File: src/rtl/dmem_bridge.sv
// dmem_bridge: request/acknowledge data-memory bridge that stalls the datapath and flags misaligned or timed-out accesses.
// Defining DMEM_BRIDGE_WRITE_POST_EN adds a one-entry posted-write buffer that drains in the background.
module dmem_bridge #(
  parameter int unsigned TIMEOUT_CYCLES = 16,
  parameter logic [31:0] ERR_DATA       = 32'hDEAD_BEEF
) (
  input  logic        clock,
  input  logic        reset,
  input  logic        mem_read,
  input  logic        mem_write,
  input  logic [31:0] alu_out,
  input  logic [31:0] dmem_wd,
  output logic [31:0] rd,
  output logic        stall,
  output logic        bus_req,
  output logic        bus_we,
  output logic [29:0] bus_addr,
  output logic [31:0] bus_wdata,
  input  logic        bus_ack,
  input  logic [31:0] bus_rdata,
  output logic        err_misaligned,
  output logic        err_timeout,
  input  logic        err_clear
);

  typedef enum logic [1:0] {IDLE = 2'd0, ACCESS = 2'd1, DONE = 2'd2} state_t;

  localparam logic [7:0] TO_LAST = 8'(TIMEOUT_CYCLES - 1);

  state_t      state_q, state_d;
  logic [31:0] rd_q, rd_d;
  logic        bus_req_q, bus_req_d;
  logic        bus_we_q, bus_we_d;
  logic [29:0] bus_addr_q, bus_addr_d;
  logic [31:0] bus_wdata_q, bus_wdata_d;
  logic        err_mis_q, err_mis_d;
  logic        err_to_q, err_to_d;
  logic [7:0]  cnt_q, cnt_d;

  logic draining_s, bus_active_s, xfer_done_s, access_s, aligned_s;
  logic set_mis_s, set_to_s;

`ifdef DMEM_BRIDGE_WRITE_POST_EN
  logic drain_q, drain_d;
  assign draining_s = drain_q;
`else
  assign draining_s = 1'b0;
`endif

  assign access_s     = mem_read | mem_write;
  assign aligned_s    = (alu_out[1:0] == 2'b00);
  // The FSM access and a background drain never overlap, so they share one transaction engine.
  assign bus_active_s = (state_q == ACCESS) | draining_s;
  assign xfer_done_s  = bus_active_s & (bus_ack | (cnt_q == TO_LAST));

  // Next-state, datapath stall and error-flag computation.
  always_comb begin
    state_d     = state_q;
    rd_d        = rd_q;
    bus_req_d   = bus_req_q;
    bus_we_d    = bus_we_q;
    bus_addr_d  = bus_addr_q;
    bus_wdata_d = bus_wdata_q;
    cnt_d       = cnt_q;
    stall       = 1'b0;
    set_mis_s   = 1'b0;
    set_to_s    = 1'b0;
`ifdef DMEM_BRIDGE_WRITE_POST_EN
    drain_d     = drain_q;
`endif

    if (bus_active_s) begin
      cnt_d = cnt_q + 8'd1;
      if (bus_ack) begin
        rd_d      = bus_we_q ? rd_q : bus_rdata;
        bus_req_d = 1'b0;
      end else if (cnt_q == TO_LAST) begin
        set_to_s  = 1'b1;
        rd_d      = bus_we_q ? rd_q : ERR_DATA;
        bus_req_d = 1'b0;
      end else begin
        bus_req_d = 1'b1;
      end
    end else begin
      cnt_d = cnt_q;
    end

`ifdef DMEM_BRIDGE_WRITE_POST_EN
    if (draining_s && xfer_done_s) begin
      drain_d = 1'b0;
    end else begin
      drain_d = drain_q;
    end
`endif

    case (state_q)
      IDLE: begin
        stall = access_s;
        if (access_s && !draining_s) begin
          cnt_d = 8'd0;
          if (!aligned_s) begin
            set_mis_s = 1'b1;
            rd_d      = mem_read ? 32'd0 : rd_q;
            state_d   = DONE;
          end else begin
            // A simultaneous read and write is resolved as a read.
            bus_addr_d  = alu_out[31:2];
            bus_wdata_d = dmem_wd;
            bus_we_d    = ~mem_read;
            bus_req_d   = 1'b1;
`ifdef DMEM_BRIDGE_WRITE_POST_EN
            if (mem_read) begin
              state_d = ACCESS;
            end else begin
              stall   = 1'b0;
              drain_d = 1'b1;
              state_d = IDLE;
            end
`else
            state_d = ACCESS;
`endif
          end
        end else begin
          state_d = IDLE;
        end
      end
      ACCESS: begin
        stall   = 1'b1;
        state_d = xfer_done_s ? DONE : ACCESS;
      end
      DONE: begin
        state_d = IDLE;
      end
      default: begin
        state_d = IDLE;
      end
    endcase

    err_mis_d = set_mis_s | (err_mis_q & ~err_clear);
    err_to_d  = set_to_s | (err_to_q & ~err_clear);
  end

  // State and registered-output update with synchronous active-low reset.
  always_ff @(posedge clock) begin
    if (!reset) begin
      state_q     <= IDLE;
      rd_q        <= 32'd0;
      bus_req_q   <= 1'b0;
      bus_we_q    <= 1'b0;
      bus_addr_q  <= 30'd0;
      bus_wdata_q <= 32'd0;
      err_mis_q   <= 1'b0;
      err_to_q    <= 1'b0;
      cnt_q       <= 8'd0;
`ifdef DMEM_BRIDGE_WRITE_POST_EN
      drain_q     <= 1'b0;
`endif
    end else begin
      state_q     <= state_d;
      rd_q        <= rd_d;
      bus_req_q   <= bus_req_d;
      bus_we_q    <= bus_we_d;
      bus_addr_q  <= bus_addr_d;
      bus_wdata_q <= bus_wdata_d;
      err_mis_q   <= err_mis_d;
      err_to_q    <= err_to_d;
      cnt_q       <= cnt_d;
`ifdef DMEM_BRIDGE_WRITE_POST_EN
      drain_q     <= drain_d;
`endif
    end
  end

  assign rd             = rd_q;
  assign bus_req        = bus_req_q;
  assign bus_we         = bus_we_q;
  assign bus_addr       = bus_addr_q;
  assign bus_wdata      = bus_wdata_q;
  assign err_misaligned = err_mis_q;
  assign err_timeout    = err_to_q;

endmodule

File: config.mk
export PLATFORM = sky130hd
export DESIGN_NAME = dmem_bridge
export DESIGN_NICKNAME = d
export VERILOG_FILES = /design/src/rtl/dmem_bridge.sv
export SDC_FILE = /design/constraint.sdc
export NUM_CORES = 1
export LEC_CHECK = 0
export CAP_MARGIN = 20
export CORE_MARGIN = 4
export CORE_UTILIZATION = 40
export DETAILED_ROUTE_END_ITERATION = 16
export GPL_TIMING_DRIVEN = 0
export PLACE_DENSITY_LB_ADDON = 0.12
export SLEW_MARGIN = 20
export SYNTH_ARGS = -nofsm -noshare
export SYNTH_HDL_FRONTEND = slang
export SYNTH_SLANG_ARGS = --single-unit
File: constraint.sdc
create_clock -name clock -period 2.5 [get_ports clock]
set_clock_uncertainty 0.2 [all_clocks]
set_input_delay 0.5 -clock clock [delete_from_list [all_inputs] [get_ports clock]]
set_output_delay 0.5 -clock clock [all_outputs]
set_load 0.02 [all_outputs]
==> run metrics <==
status finished clean; width of the chip 109 um; final core utilization 0.653; Root Buffer clkbuf_8; TritonCTS Buffers 9; Via density about 5; initial antenna violation count 0; peak supply drop about 0.00034 V; fin. max-slew vios 0; DRT antenna net count 0; WL/cell 15.1 um; grt total ovfl 0; gr usage total 0.199; DIE AREA 0.0118 sq mm; Setup WS post-layout 0.154 ns; Critical Path AT 1.65 ns; Mapped Nets 548; Port Buffer Count 200; critical path's slowest cell clkdlybuf4s50_1; core box area 0.00982 sq mm; Synth Warn # 0; highest-count cells in the layout ignoring fill and taps clkdlybuf4s50_1 (199), nand2_1 (137), dfxtp_1 (108), a21oi_1 (68), o221a_2 (18); cell area after synthesis 0.00407 sq mm; Post-DP HPWL 9.16 mm; share of cells above drive strength 1 0.0923; ANT cells 0; worst reg2reg startpoint cnt_q[0]$_SDFF_PN0_; total clock sinks 108; Seq/Total Area, Yosys 0.532; largest net degree at the start of global routing 18; Mapped Cells 445; kind of critical path primary input to output pin; crit path to stall; number of flops mapped to enable cells by yosys 0; Fillers 854; DRC 0; Layout area overhead 57.6%; CP required approximately 1.8 ns; routed vias between 3000 and 4000; clk_lat worst skew 0.36 ns; CP top delay family buffers and inverters; Unique masters post-synth 43; final hold vios 0; asr flop ratio synth 0; clock tree buffer depth 2; Die H about 110 um; Worst-Margin Slew 0.647 ns; Max Fclk 426 MHz; Setup WS pre-CTS -0.297 ns; starting DRC count in detailed routing 195; Critical Path Fanout Max 10; H-tree depth 3; dpl cell area between 0.006 and 0.007 sq mm; CP endpoint kind output pin; # IOs about 200; pwr dens 536 mW/mm^2; max cap viols 0; slew margin rel. 0.567; nets@finish 759; Reg clk slew, reported paths 0.09 ns; Setup crit start mem_read; Critical Path Stages 5; Top FF cell, synth dfxtp_1; commonest non-fill, non-tap cell in the layout clkdlybuf4s50_1; CTS tree done; vias in the first global route 3862; CP peak stage delay 0.56 ns; first-pass GRT wire length 18.6 mm; P_leak between 2 and 2.5 nW; Detailed Route WL 12.0 mm; Initial Utilization 0.414; Hold Crit Start bus_addr[21]$_SDFFE_PN0P_; drt pass-1 iters 4; worst r2r path cells 6; final period utilization 0.938; critical-path cell list clkdlybuf4s50_1 > nor2_1 > buf_4 > a21oi_1 > clkbuf_2; FF-to-FF setup slack 0.52 ns; Mean Syn Cell Area 9.14 sq um; RR Endpoint rd[23]$_SDFFE_PN0P_; Hold WC Path Type flop to flop; final setup violation count 0; RSZ-0062 raised after global routing no; flops & latches, synth about 110; routability cong. 0.800; Startpoint Class primary input; number of buffers and inverters on the critical path 3; post-layout min period 2.35 ns; Final Cell Area 0.00641 sq mm; # rows 36
-- per-stage QoR --
step           setup TNS, ns  std cells  power [mW]  hold WS [ns]
3_3_place_gp          -0.660        778        2.48         0.241
6_report                   0        794        3.43         0.257
3_5_place_dp          -0.859        778        2.50         0.246
4_1_cts                    0        794        3.47         0.260
2_1_floorplan              0        445        2.15         0.249
5_1_grt                    0        794        3.60         0.279
-- cell families after synthesis --
| group | after synthesis | synth area share |
|---|---|---|
| and+or+nand+nor | 176 | 0.194 |
| AOI/OAI and AO/OA | 119 | 0.198 |
| DFF | 108 | 0.532 |
| buffers and inverters | 34 | 0.0582 |
| xor gates and xnor gates | 7 | 0.0151 |
| adders and majority gates | 1 | 0.00308 |
-- state kept, by name (all words and copies together) (netlist names) --
register / flops
bus_req: 1
bus_wdata: 32
state_q: 2
cnt_q: 8
bus_we: 1
bus_addr: 30
err_misaligned: 1
err_timeout: 1
rd: 32
-- power breakdown --
group / switching (mW) / internal [mW] / leakage [nW]
Combinational: 0.294 / 0.340 / 1.32
Sequential: 0.0369 / 1.78 / 0.876
Clock: 0.587 / 0.392 / 0.0855
Total: 0.918 / 2.51 / 2.28
-- timing repair --
item | CTS | global route
gates resized for setup | 2 | 1
endpoints found under the setup margin | 1 | 1
buffers inserted | 0 | 0
hold buffers | 0 | 0
-- tightest hold or removal path: stages (launching register included) --
cell and delay [ns]:
dfxtp_1 0.32, nand2_1 0.05, a21oi_1 0.05
-- layout make-up --
cell class	instances	area [sq um]	area share
Timing Repair Buffer	200	2000	0.312
Buffer	30	221	0.0346
Sequential cell	108	2160	0.337
Inverter	4	15.0	0.00234
Clock buffer	11	141	0.0221
Clock inverter	5	37.5	0.00586
Tap cell	133	166	0.0260
Multi-Input combinational cell	303	1670	0.260
-- metal layers --
layer	up-vias	wire (um)	GRT usage	share of wire
met5	-	0	0	0
met4	0	281	0.0748	0.024
met3	23	1210	0.0793	0.10
met2	143	5330	0.313	0.45
met1	1775	5130	0.245	0.43
li1	1946	-	-	-
-- worst min path at each step --
stage / depth (start not counted) / end
after floorplan: 2 / cnt_q[1]$_SDFF_PN0_
after global placement: 2 / bus_addr[5]$_SDFFE_PN0P_
after detailed placement: 2 / bus_wdata[6]$_SDFFE_PN0P_
after CTS: 2 / bus_wdata[6]$_SDFFE_PN0P_
after global routing: 2 / bus_addr[21]$_SDFFE_PN0P_
final: 2 / bus_addr[21]$_SDFFE_PN0P_
-- cells in the mapped netlist, types with 2 or more instances --
cell	count	area share
o32a_1	6	0.015
nand2b_1	4	0.0062
clkbuf_1	9	0.0083
xor2_1	5	0.011
buf_6	12	0.033
and3_1	2	0.0031
buf_2	6	0.0074
nor4_4	2	0.010
dfxtp_1	108	0.53
and2_1	3	0.0046
a22o_1	7	0.015
o211ai_1	6	0.011
xnor2_1	2	0.0043
nand2_1	137	0.13
nand4_1	2	0.0031
o21ai_0	7	0.0086
a21oi_1	68	0.084
o221a_2	18	0.050
inv_1	3	0.0028
nor2_1	13	0.012
buf_4	3	0.0055
No activity file was read; power rests on OpenSTA's default activity.
